===== src/rtl/mux_sched_pkg.sv =====
// Shared types and constants for the two-lane byte scheduler.
// FSM state encoding, default byte width, lane indices, state helper.
package mux_sched_pkg;

  localparam int DATA_W = 8;

  localparam logic LANE0 = 1'b0;
  localparam logic LANE1 = 1'b1;

  typedef enum logic [1:0] {
    IDLE   = 2'b00,
    SERVE0 = 2'b01,
    SERVE1 = 2'b10
  } state_t;

  function automatic state_t serve_of(input logic lane);
    return lane ? SERVE1 : SERVE0;
  endfunction

endpackage


===== src/rtl/lane_fifo.sv =====
// Per-lane synchronous FIFO with show-ahead head and occupancy count.
// Ports: clk, rst_n, push, pop, din -> dout, full, empty, count.
module lane_fifo #(
  parameter int W     = 8,
  parameter int DEPTH = 4,
  localparam int AW   = $clog2(DEPTH)
) (
  input  logic         clk,
  input  logic         rst_n,
  input  logic         push,
  input  logic         pop,
  input  logic [W-1:0] din,
  output logic [W-1:0] dout,
  output logic         full,
  output logic         empty,
  output logic [AW:0]  count
);

  logic [W-1:0]  mem [DEPTH];
  logic [AW-1:0] wr_ptr;
  logic [AW-1:0] rd_ptr;
  logic          do_push;
  logic          do_pop;

  assign full    = (count == (AW+1)'(DEPTH));
  assign empty   = (count == '0);
  assign do_push = push & ~full;
  assign do_pop  = pop & ~empty;
  assign dout    = mem[rd_ptr];

  always_ff @(posedge clk or negedge rst_n) begin
    if (!rst_n) begin
      wr_ptr <= '0;
      rd_ptr <= '0;
      count  <= '0;
    end else begin
      if (do_push) wr_ptr <= wr_ptr + AW'(1);
      if (do_pop)  rd_ptr <= rd_ptr + AW'(1);
      count <= count + (AW+1)'(do_push)
                     - (AW+1)'(do_pop);
    end
  end

  always_ff @(posedge clk) begin
    if (do_push) mem[wr_ptr] <= din;
  end

endmodule


===== src/rtl/mux_lane_scheduler.sv =====
// Round-robin burst scheduler of two byte lanes onto one registered stream.
// Ports: clk_2f, reset_L, data/valid/ready_0/1, pause -> data/valid/lane_out, err_0/1.
module mux_lane_scheduler #(
  parameter int DATA_W     = mux_sched_pkg::DATA_W,
  parameter int FIFO_DEPTH = 4,
  parameter int MAX_BURST  = 4
) (
  input  logic              clk_2f,
  input  logic              reset_L,
  input  logic [DATA_W-1:0] data_0,
  input  logic              valid_0,
  output logic              ready_0,
  input  logic [DATA_W-1:0] data_1,
  input  logic              valid_1,
  output logic              ready_1,
  input  logic              pause,
  output logic [DATA_W-1:0] data_out,
  output logic              valid_out,
  output logic              lane_out,
  output logic              err_0,
  output logic              err_1
);
  import mux_sched_pkg::*;

  localparam int AW = $clog2(FIFO_DEPTH);
  localparam int BW = $clog2(MAX_BURST + 1);

  logic              push0, push1;
  logic              pop0, pop1;
  logic              full0, full1;
  logic              empty0, empty1;
  logic [AW:0]       cnt0, cnt1;
  logic [DATA_W-1:0] head0, head1;

  state_t        state_q, state_d;
  logic          last_q, last_d;
  logic [BW-1:0] bcnt_q, bcnt_d;

  logic          cur;
  logic          cur_empty, oth_empty;
  logic          cur_push;
  logic [AW:0]   cur_cnt;

  assign ready_0 = reset_L & ~full0;
  assign ready_1 = reset_L & ~full1;
  assign push0   = valid_0 & ready_0;
  assign push1   = valid_1 & ready_1;

  lane_fifo #(.W(DATA_W), .DEPTH(FIFO_DEPTH)) u_fifo0 (
    .clk(clk_2f), .rst_n(reset_L),
    .push(push0), .pop(pop0), .din(data_0),
    .dout(head0), .full(full0), .empty(empty0),
    .count(cnt0)
  );

  lane_fifo #(.W(DATA_W), .DEPTH(FIFO_DEPTH)) u_fifo1 (
    .clk(clk_2f), .rst_n(reset_L),
    .push(push1), .pop(pop1), .din(data_1),
    .dout(head1), .full(full1), .empty(empty1),
    .count(cnt1)
  );

  assign cur       = (state_q == SERVE1);
  assign cur_empty = cur ? empty1 : empty0;
  assign oth_empty = cur ? empty0 : empty1;
  assign cur_push  = cur ? push1 : push0;
  assign cur_cnt   = cur ? cnt1 : cnt0;

  always_comb begin
    state_d = state_q;
    last_d  = last_q;
    bcnt_d  = bcnt_q;
    pop0    = 1'b0;
    pop1    = 1'b0;
    unique case (state_q)
      IDLE: begin
        if (!empty0 && !empty1) begin
          state_d = serve_of(~last_q);
          last_d  = ~last_q;
        end else if (!empty0) begin
          state_d = SERVE0;
          last_d  = LANE0;
        end else if (!empty1) begin
          state_d = SERVE1;
          last_d  = LANE1;
        end
        bcnt_d = '0;
      end
      SERVE0, SERVE1: begin
        if (!pause && cur_empty) begin
          state_d = IDLE;
        end else if (!pause) begin
          pop0 = ~cur;
          pop1 = cur;
          if (cur_cnt == (AW+1)'(1) && !cur_push) begin
            // Lane drained: hand over or fall back to idle
            state_d = oth_empty ? IDLE : serve_of(~cur);
            last_d  = oth_empty ? last_q : ~cur;
            bcnt_d  = '0;
          end else if (bcnt_q == BW'(MAX_BURST - 1)) begin
            // Burst budget spent; keep serving only if nobody waits
            if (!oth_empty) begin
              state_d = serve_of(~cur);
              last_d  = ~cur;
            end
            bcnt_d = '0;
          end else begin
            bcnt_d = bcnt_q + BW'(1);
          end
        end
      end
      default: state_d = IDLE;
    endcase
  end

  always_ff @(posedge clk_2f or negedge reset_L) begin
    if (!reset_L) begin
      state_q <= IDLE;
      last_q  <= LANE1;
      bcnt_q  <= '0;
    end else begin
      state_q <= state_d;
      last_q  <= last_d;
      bcnt_q  <= bcnt_d;
    end
  end

  always_ff @(posedge clk_2f or negedge reset_L) begin
    if (!reset_L) begin
      data_out  <= '0;
      valid_out <= 1'b0;
      lane_out  <= LANE0;
      err_0     <= 1'b0;
      err_1     <= 1'b0;
    end else begin
      valid_out <= pop0 | pop1;
      if (pop0 | pop1) begin
        data_out <= pop1 ? head1 : head0;
        lane_out <= pop1 ? LANE1 : LANE0;
      end
      if (valid_0 && full0) err_0 <= 1'b1;
      if (valid_1 && full1) err_1 <= 1'b1;
    end
  end

endmodule


===== config.mk =====
export PLATFORM = sky130hd
export DESIGN_NAME = mux_lane_scheduler
export DESIGN_NICKNAME = d
export VERILOG_FILES = /design/src/rtl/mux_sched_pkg.sv /design/src/rtl/lane_fifo.sv /design/src/rtl/mux_lane_scheduler.sv
export SDC_FILE = /design/constraint.sdc
export NUM_CORES = 1
export LEC_CHECK = 0
export ABC_AREA = 1
export ABC_CLOCK_PERIOD_IN_PS = 3710
export CORE_MARGIN = 4
export CORE_UTILIZATION = 50
export CTS_CLUSTER_SIZE = 16
export DETAILED_ROUTE_END_ITERATION = 10
export GPL_TIMING_DRIVEN = 0
export PLACE_DENSITY_LB_ADDON = 0.2
export SYNTH_ARGS = -nofsm -noshare
export SYNTH_HDL_FRONTEND = slang
export SYNTH_SLANG_ARGS = --single-unit

===== constraint.sdc =====
create_clock -name clk_2f -period 3.71 [get_ports clk_2f]
set_clock_uncertainty 0.1 [all_clocks]
set_input_delay 0.9275 -clock clk_2f [delete_from_list [all_inputs] [get_ports clk_2f]]
set_output_delay 0.9275 -clock clk_2f [all_outputs]
set_load 0.01 [all_outputs]

# Yosys cells after proc, flatten, opt, wreduce, memory -nomap -nowiden
# Memory sizes are Yosys's and may differ from the RTL's.
# Index checks and enable logic that the tools add are counted.
word_totals:
  inputBits: 21
  output_inout_bits: 14
  mem_count: 2
  mem_bits_rw: 64
  word_cells: 112
  ff_bits: 32
classes:
  add_sub_neg: 9
  n_eq_ne: 13
  muxes: 42
  n_bitwise: 15
  reduce_logical: 17
memory_table:
  columns: ["name", "depth", "word_bits", "rd", "rd_ports_with_merged_regs", "wr", "line_no", "text"]
  rows:
  - ["u_fifo0.mem", 4, 8, 1, 0, 1, "lane_fifo.sv:19", "logic [W-1:0] mem [DEPTH];"]
  - ["u_fifo1.mem", 4, 8, 1, 0, 1, "lane_fifo.sv:19", null]
ops:
  columns: ["operator", "n"]
  rows:
  - ["$mux W1", 22]
  - ["$mux W2", 11]
  - ["$mux W3", 5]
  - ["$ne A4 B4 Y1 const B", 3]
  - ["$add A2 B1 Y2 const B", 4]
  - ["$and A1 B1 Y1", 8]
  - ["$mux W8", 1]
  - ["$add A3 B1 Y3", 2]
  - ["$eq A3 B3 Y1 const B", 2]
  - ["$logic_not A3 Y1", 2]
  - ["$ne A3 B3 Y1 const B", 2]
  - ["$not A1 Y1", 6]
  - ["$pmux W3 S2", 1]
  - ["$sub A3 B1 Y3", 2]
  - ["$logic_and A1 B1 Y1", 5]
  - ["$reduce_and A5 Y1", 1]
  - ["$logic_not A1 Y1", 4]
  - ["$ne A2 B2 Y1 const B", 2]
  - ["$pmux W2 S2", 1]
  - ["$reduce_and A4 Y1", 1]
  - ["$add A3 B1 Y3 const B", 1]
  - ["$eq A3 B1 Y1 const B", 1]
  - ["$eq A3 B2 Y1 const B", 1]
  - ["$reduce_and A3 Y1", 1]
  - ["other kinds (7)", 7]

# Longest topological paths before layout
# Gate-level depths: netlist (run 1).
logic_depth:
  word_depth: 11
  depth_mapped: 16

# By module
# From an unflattened synthesis (run 1), not the netlist that was laid out.
unflattened:
  cells_unflattened: 470
  hier_area_um2: 4534.3
modules_own_cells:
  columns: ["mod", "instances", "seq_area_each_um2", "cells_per_inst", "area_per_inst_um2"]
  rows:
  - ["lane_fifo", 2, 1136.1, 159, 1725.4]
  - ["mux_lane_scheduler", 1, 451.7, 152, 1083.5]

# Worst setup path after synthesis (run 1)
# No wires, ideal clock.
synth_timing:
  path_kind: "in2reg"
  startpoint: "in pause"
  endpoint: "reg u_fifo1.count[2]"
  required_ns: 3.487
  path_buffers: 0
  arrival_time_ns: 2.374
  path_slack_ns: 1.113
  stages: 12
  cell_sequence: "nor2_1 nand3_2 nand3_4 nor2_2 nand2_2 inv_1 ha_1 inv_1 ha_1 inv_1 fa_1 xnor2_1"
synth_between:
  elab_chain_len: 6
  elab_cells_between_ends: 7
  cone_classes: "add/sub (1); mux (3); bitwise (1); reduce/logical (2)"
synth_lines:
  columns: ["item", "line_no", "text"]
  rows:
  - ["from (decl)", "mux_lane_scheduler.sv:16", "input logic pause,"]
  - ["$logic_not A1 Y1", null, null]
  - ["$logic_and A1 B1 Y1", "mux_lane_scheduler.sv:90", "if (!pause && cur_empty) begin"]
  - ["$mux W1 (*)", "mux_lane_scheduler.sv:90", null]
  - ["$mux W1 (*)", "mux_lane_scheduler.sv:75", "unique case (state_q)"]
  - ["$and A1 B1 Y1 (*)", "lane_fifo.sv:28", "assign do_pop = pop & ~empty;"]
  - ["via u_fifo1.do_pop", "lane_fifo.sv:23", "logic do_pop;"]
  - ["$sub A3 B1 Y3 (*)", "lane_fifo.sv:40", "- (AW+1)'(do_pop);"]
  - ["to (signal assigned)", "lane_fifo.sv:39", "count <= count + (AW+1)'(do_push)"]
  - ["to (decl)", "lane_fifo.sv:16", "output logic [AW:0] count"]
# The timed path passes the listed nets; every way through them passes the cells marked *.
# A chain may end at the register's enable or synchronous reset.

# Worst setup path after layout (run 1)
layout_timing:
  startpoint: "in reset_L"
  endpoint: "out ready_0"
layout_between:
  elab_chain_len: 1
layout_lines:
  columns: ["item", "line_no", "text"]
  rows:
  - ["from (decl)", "mux_lane_scheduler.sv:9", "input logic reset_L,"]
  - ["$and A1 B1 Y1", "mux_lane_scheduler.sv:44", "assign ready_0 = reset_L & ~full0;"]
  - ["to (decl)", "mux_lane_scheduler.sv:12", "output logic ready_0,"]
# No other way between the ends.

==> results of run 1 <==
==> state kept, by name, summed over array words and instances (netlist names) <==
signal and count:
u_fifo1.rd_ptr 2, bcnt_q 3, err_1 1, u_fifo1.mem 32
u_fifo1.wr_ptr 2, u_fifo0.wr_ptr 2, u_fifo0.mem 32, lane_out 1
state_q 2, u_fifo1.count 3, data_out 8, u_fifo0.rd_ptr 2
err_0 1, valid_out 1, u_fifo0.count 3, last_q 1
==> worst paths after layout <==
path,endpoint,slack [ns],cells after the start
worst max-delay path,ready_0,0.27,4
worst min-delay path,err_1$_DFFE_PN0P_,0.36,1
worst max register to register,u_fifo1.count[2]$_DFF_PN0_,1.10,16
worst min register to register,err_1$_DFFE_PN0P_,0.36,1
max in group asynchronous,data_out[0]$_DFFE_PN0P_,2.44,1
min in group asynchronous,bcnt_q[0]$_DFFE_PN0P_,0.56,1
==> layout make-up <==
cell class	count	area, um^2	share of cell area
Timing Repair Buffer	34	335	0.0679
Sequential cell	96	2720	0.552
Multi-Input combinational cell	227	1320	0.266
Buffer	9	55.1	0.0112
Inverter	44	173	0.0350
Clock inverter	6	75.1	0.0152
Tap cell	105	131	0.0266
Clock buffer	10	128	0.0259
==> Yosys cell counts, drive strengths merged <==
library cell  count  share of area
a21o              1         0.0018
a21oi             3         0.0035
a31o              1         0.0021
buf               8          0.012
clkbuf            1        0.00088
dfrtp            31           0.18
dfstp             1         0.0062
edfxtp           64           0.45
fa                2         0.0094
ha               16          0.047
inv              44          0.040
nand2            55          0.050
nand3            20          0.031
nor2             60          0.057
nor3              2         0.0035
o21a              1         0.0018
o21ai            38          0.045
o21bai            1         0.0018
o221ai           16          0.033
or2               1         0.0015
xnor2             3         0.0062
xor2              7          0.014
==> power groups by stage <==
stage	clock [mW]	sequential [mW]	combinational (mW)
finish	0.691	1.56	1.58
detailed placement	0	1.58	1.59
floorplan	0	1.57	1.08
CTS	0.708	1.56	1.60
global route	0.755	1.59	1.82
global placement	0	1.57	1.56
==> layer usage <==
| layer | vias up | share of wire |
|---|---|---|
| met2 | 49 | 0.50 |
| met5 | - | 0 |
| met1 | 1325 | 0.45 |
| met4 | 0 | 0.022 |
| li1 | 1368 | - |
| met3 | 15 | 0.029 |
==> layout by cell type (no fill, tap or decap), types with 4 or more instances in the layout <==
cell type / instances
nand3_1: 15
xor2_1: 7
nor2_2: 8
inv_1: 40
o221ai_1: 16
nand3_2: 4
o21ai_0: 37
edfxtp_1: 64
dfrtp_1: 31
ha_1: 16
buf_2: 6
clkdlybuf4s50_1: 33
clkbuf_8: 9
nand2_1: 53
nor2_1: 52
==> cells by family after synthesis <==
family          share of synthesized area
flops                               0.638
compound gates                     0.0883
simple gates                        0.143
fa+ha+maj                          0.0563
xor+xnor                           0.0205
buf+inv                            0.0534
==> flow_metrics.env, run 1 <==
export IMPL_fin_crit_sh=0.928
export IMPL_intPower_mw=2.33
export IMPL_vias=2757
export IMPL_cts_tree="done"
export IMPL_comb_power_share=0.413
export IMPL_met2_usage=0.285
export IMPL_h_tree_depth=3
export IMPL_slowest_delay_ns=0.61
export IMPL_use_met1=0.228
export IMPL_r2r_start="state_q[0]$_DFFE_PN0P_"
export IMPL_grt_max_degree=36
export IMPL_drt_wirelength_per_cell_um=15.4
export IMPL_clk_latency_ns=0.36
export IMPL_fin_area_um2=4940
export IMPL_gr_max_usage_layer="met2"
export IMPL_row_count=33
export IMPL_rsz0062_at_grt="no"
export IMPL_drive_gt1_frac=0.106
export IMPL_die_area_um2=10100
export IMPL_cts_buffer_depth=2
export IMPL_antenna_found_initial=0
export IMPL_io_pins=35
export IMPL_clkPwrFrac=0.181
export IMPL_core_um2=8260
export IMPL_finalWirelength_um=8160
export IMPL_initial_core_util=0.517
export IMPL_leakage_nw=2.00
export IMPL_fmax_mhz=290
export IMPL_synth_cell_type_count=33
export IMPL_remaining_drc_errors=0
export IMPL_hpwlAfterDp_um=5690
export IMPL_synth_seq_cells=96
export IMPL_maxSlewHeadroom=0.429
export IMPL_syn_inst=376
export IMPL_holdBufCountCts=0
export IMPL_die_h_um=100
export IMPL_cp_max_fo=35
export IMPL_grt_util_met3=0.0285
export IMPL_setup_ws_ns=0.267
export IMPL_drtPass1Iterations=4
export IMPL_cts_resized=0
export IMPL_placedCellCount=515
export IMPL_grt_pass1_wl_um=13500
export IMPL_holdWs_ns=0.365
export IMPL_ant_nets=0
export IMPL_min_delay_path_class="reg2reg"
export IMPL_worst_path_max_delay_cell="buf_2"
export IMPL_fin_cells=531
export IMPL_pwr_density_cell_nw_per_um2=775
export IMPL_min_from="err_1$_DFFE_PN0P_"
export IMPL_cts_buffers_inserted=9
export IMPL_path_delay_family="buffers and inverters"
export IMPL_slew_viol_final=0
export IMPL_outcome="completed"
export IMPL_path_buf_inv=3
export IMPL_power_total_mw=3.83
export IMPL_clock_sinks=96
export IMPL_areaGrowthSynthToFinish_pct=15.7
export IMPL_setup_viol=0
export IMPL_fill_cells=691
export IMPL_grt_use_total=0.175
export IMPL_grt_pass1_vias=2793
export IMPL_path_class="in2out"
export IMPL_finalCriticalPeriod_ns=3.44
export IMPL_gr_total_overflow=0
export IMPL_postLayoutCoreUtil=0.598
export IMPL_via_per_inst=5.19
export IMPL_final_hold_violation_count=0
export IMPL_yosysSeqAreaShare=0.638
export IMPL_worstPathCellList="buf_2 -> inv_1 -> a21oi_1 -> clkdlybuf4s50_1"
export IMPL_cts_root_buf="clkbuf_8"
export IMPL_portBuffers=34
export IMPL_insertedDiodeCount=0
export IMPL_synth_fp_nets=415
export IMPL_post_place_ws_ns=0.190
export IMPL_cap_violations=0
export IMPL_startpoint_type="input pin"
export IMPL_gp_congestion=0.819
export IMPL_layout_nets=460
export IMPL_crit_start="reset_L"
export IMPL_p_seq_frac=0.407
export IMPL_drt_iter0_drc=106
export IMPL_p_sw_frac=0.390
export IMPL_endpoint_kind="primary output"
export IMPL_power_switching_mw=1.49
export IMPL_synthesis_area_um2=4270
export IMPL_required_ns=2.68
export IMPL_cts_setup_buffers=0
export IMPL_ir_drop_mv=0.479
export IMPL_dpl_cell_area_um2=4730
export IMPL_die_w_um=100
export IMPL_path_clk_slew_ns=0.09
export IMPL_finalSetupTns_ns=0
export IMPL_tightest_slew_ns=0.853
export IMPL_ys_warn_count=0
export IMPL_syn_mean_instance_area_um2=11.3
export IMPL_cp_arrival_ns=2.42
Note: power is estimated with default switching activity, not from simulation.
==> run 2, diff against run 1 <==
- SYNTH_HIERARCHICAL: unset -> 1
==> run 2 against run 1 <==
Against the previous run: clock power shrank 0.7%; worst hold slack got worse by 0.00090 ns; fmax rose by 2.6%; area after synthesis is 6.3% higher; final cell count up 18%; critical path depth unchanged; total power increased by 2.5%; first-iteration DRC count is 42% higher; sequential share of layout area fell by 2.8 points; die area grew 5.8%; register-to-register slack worse by 0.37 ns; global-route usage fell by 0.16 points; largest power group unchanged.
==> flow_metrics.env, run 2 <==
export IMPL_outcome="completed"
export IMPL_drive_gt1_frac=0.0885
export IMPL_die_area_um2=10700
export IMPL_io_pins=35
export IMPL_layout_nets=554
export IMPL_synth_fp_nets=509
export IMPL_core_um2=8760
export IMPL_synthesis_area_um2=4530
export IMPL_cp_arrival_ns=2.33
export IMPL_via_per_inst=4.91
export IMPL_r2r_start="u_fifo1/count[1]$_DFF_PN0_"
export IMPL_cp_max_fo=35
export IMPL_setup_ws_ns=0.355
export IMPL_cap_violations=0
export IMPL_cts_resized=0
export IMPL_finalSetupTns_ns=0
export IMPL_cts_setup_buffers=0
export IMPL_postLayoutCoreUtil=0.593
export IMPL_p_sw_frac=0.394
export IMPL_gr_total_overflow=0
export IMPL_yosysTopAreaCell="edfxtp_1"
export IMPL_die_w_um=103
export IMPL_dpl_cell_area_um2=5000
export IMPL_final_cell_mix="126 x nand2_1, 68 x inv_1, 64 x edfxtp_1, 54 x nor2_1, 33 x clkdlybuf4s50_1"
export IMPL_slew_viol_final=0
export IMPL_gp_congestion=0.783
export IMPL_leakage_nw=2.38
export IMPL_pwr_density_cell_nw_per_um2=754
export IMPL_synth_area_top_cells="edfxtp_1 42%, dfrtp_1 17%, nand2_1 10%"
export IMPL_drt_iter0_drc=150
export IMPL_fmax_mhz=298
export IMPL_p_seq_frac=0.390
export IMPL_finalCriticalPeriod_ns=3.36
export IMPL_min_from="err_0$_DFFE_PN0P_"
export IMPL_required_ns=2.68
export IMPL_clk_latency_ns=0.38
export IMPL_synth_enable_flop_cells=64
export IMPL_grt_pass1_vias=3039
export IMPL_finalWirelength_um=8470
export IMPL_grt_pass1_wl_um=14100
export IMPL_grt_use_total=0.174
export IMPL_synth_most_common_cell="nand2_1"
export IMPL_syn_mean_instance_area_um2=9.65
export IMPL_hpwlAfterDp_um=6120
export IMPL_comb_power_share=0.435
export IMPL_path_clk_slew_ns=0.09
export IMPL_synth_cell_type_count=25
export IMPL_initial_core_util=0.517
export IMPL_crit_start="reset_L"
export IMPL_cts_buffer_depth=2
export IMPL_min_delay_path_class="reg2reg"
export IMPL_cts_root_buf="clkbuf_8"
export IMPL_synthArstFlopShare=0.333
export IMPL_ant_nets=0
export IMPL_path_class="in2out"
export IMPL_cts_tree="done"
export IMPL_maxSlewHeadroom=0.443
export IMPL_power_switching_mw=1.54
export IMPL_synth_common_cells="126 x nand2_1, 68 x inv_1, 64 x edfxtp_1"
export IMPL_endpoint_kind="primary output"
export IMPL_h_tree_depth=3
export IMPL_final_hold_violation_count=0
export IMPL_ir_drop_mv=0.374
export IMPL_wl_met3_um=392
export IMPL_syn_inst=470
export IMPL_synth_flop_cell="edfxtp_1"
export IMPL_cts_buffers_inserted=9
export IMPL_rsz0062_at_grt="no"
export IMPL_insertedDiodeCount=0
export IMPL_grt_max_degree=36
export IMPL_antenna_found_initial=0
export IMPL_row_count=34
export IMPL_fin_crit_sh=0.904
export IMPL_ys_warn_count=6
export IMPL_remaining_drc_errors=0
export IMPL_post_place_ws_ns=0.186
export IMPL_synth_seq_cells=96
export IMPL_wl_met1_um=3940
export IMPL_clkPwrFrac=0.175
export IMPL_tightest_slew_ns=0.833
export IMPL_areaGrowthSynthToFinish_pct=14.7
export IMPL_vias=3082
export IMPL_final_common_cell="nand2_1"
export IMPL_yosysTopAreaCellShare=0.424
export IMPL_portBuffers=34
export IMPL_yosysSeqAreaShare=0.601
export IMPL_die_h_um=103
export IMPL_reg_top3="u_fifo0/mem (32), u_fifo1/mem (32), data_out (8)"
export IMPL_met2_length_um=4000
export IMPL_startpoint_type="input pin"
export IMPL_fin_area_um2=5200
export IMPL_drt_wirelength_per_cell_um=13.5
export IMPL_intPower_mw=2.38
export IMPL_setup_viol=0
export IMPL_clock_sinks=96
export IMPL_drtPass1Iterations=4
export IMPL_holdBufCountCts=0
export IMPL_routed_top_layer="met4"
==> run 2: critical path, cell delays in order <==
cell             delay (ns)
buf_2                  0.59
inv_1                  0.13
nor2_1                 0.12
clkdlybuf4s50_1        0.54
==> run 2: power groups by stage <==
stage	Combinational [mW]	Sequential (mW)	Clock (mW)
floorplan	1.20	1.55	0
global placement	1.66	1.54	0
detailed placement	1.72	1.55	0
CTS	1.73	1.53	0.702
global route	1.96	1.56	0.747
finish	1.71	1.53	0.686
==> run 2: area by class of cell <==
| type | instances | area (um^2) |
|---|---|---|
| fill | 745 | 3560 |
| sequential | 96 | 2720 |
| multi-input combinational | 290 | 1430 |
| timing repair buffer | 34 | 335 |
| inverter | 74 | 278 |
| tap | 108 | 135 |
| clock buffer | 10 | 128 |
| buffer | 10 | 101 |
| clock inverter | 6 | 67.6 |
==> run 2: kinds of logic after synthesis <==
kind of cell,after synthesis,synth area share
flip-flops,96,0.601
AND/OR/NAND/NOR,216,0.199
buffers and inverters,84,0.0836
AO/OA/AOI/OAI,56,0.0640
adder cells (fa/ha/maj),18,0.0530
==> run 2: per-stage QoR <==
stage | total power [mW] | instances | hold WS (ns)
final | 3.92 | 628 | 0.364
after global routing | 4.27 | 628 | 0.391
after CTS | 3.96 | 628 | 0.369
after detailed placement | 3.27 | 612 | 0.347
after global placement | 3.20 | 612 | 0.340
after floorplan | 2.75 | 470 | 0.342
==> run 2: routing by layer <==
layer / global-route usage / vias up
met2: 0.279 / 59
li1: - / 1586
met5: 0 / -
met1: 0.235 / 1425
met3: 0.0362 / 12
met4: 0.0627 / 0
==> run 2: path summary, 6_finish.rpt <==
path / cells after the start / end / slack [ns]
worst max-delay path: 4 / ready_0 / 0.35
worst min-delay path: 1 / err_0$_DFFE_PN0P_ / 0.36
worst max register to register: 18 / u_fifo1/count[2]$_DFF_PN0_ / 0.73
worst min register to register: 1 / err_0$_DFFE_PN0P_ / 0.36
max in group asynchronous: 1 / err_1$_DFFE_PN0P_ / 2.49
min in group asynchronous: 1 / valid_out$_DFF_PN0_ / 0.53
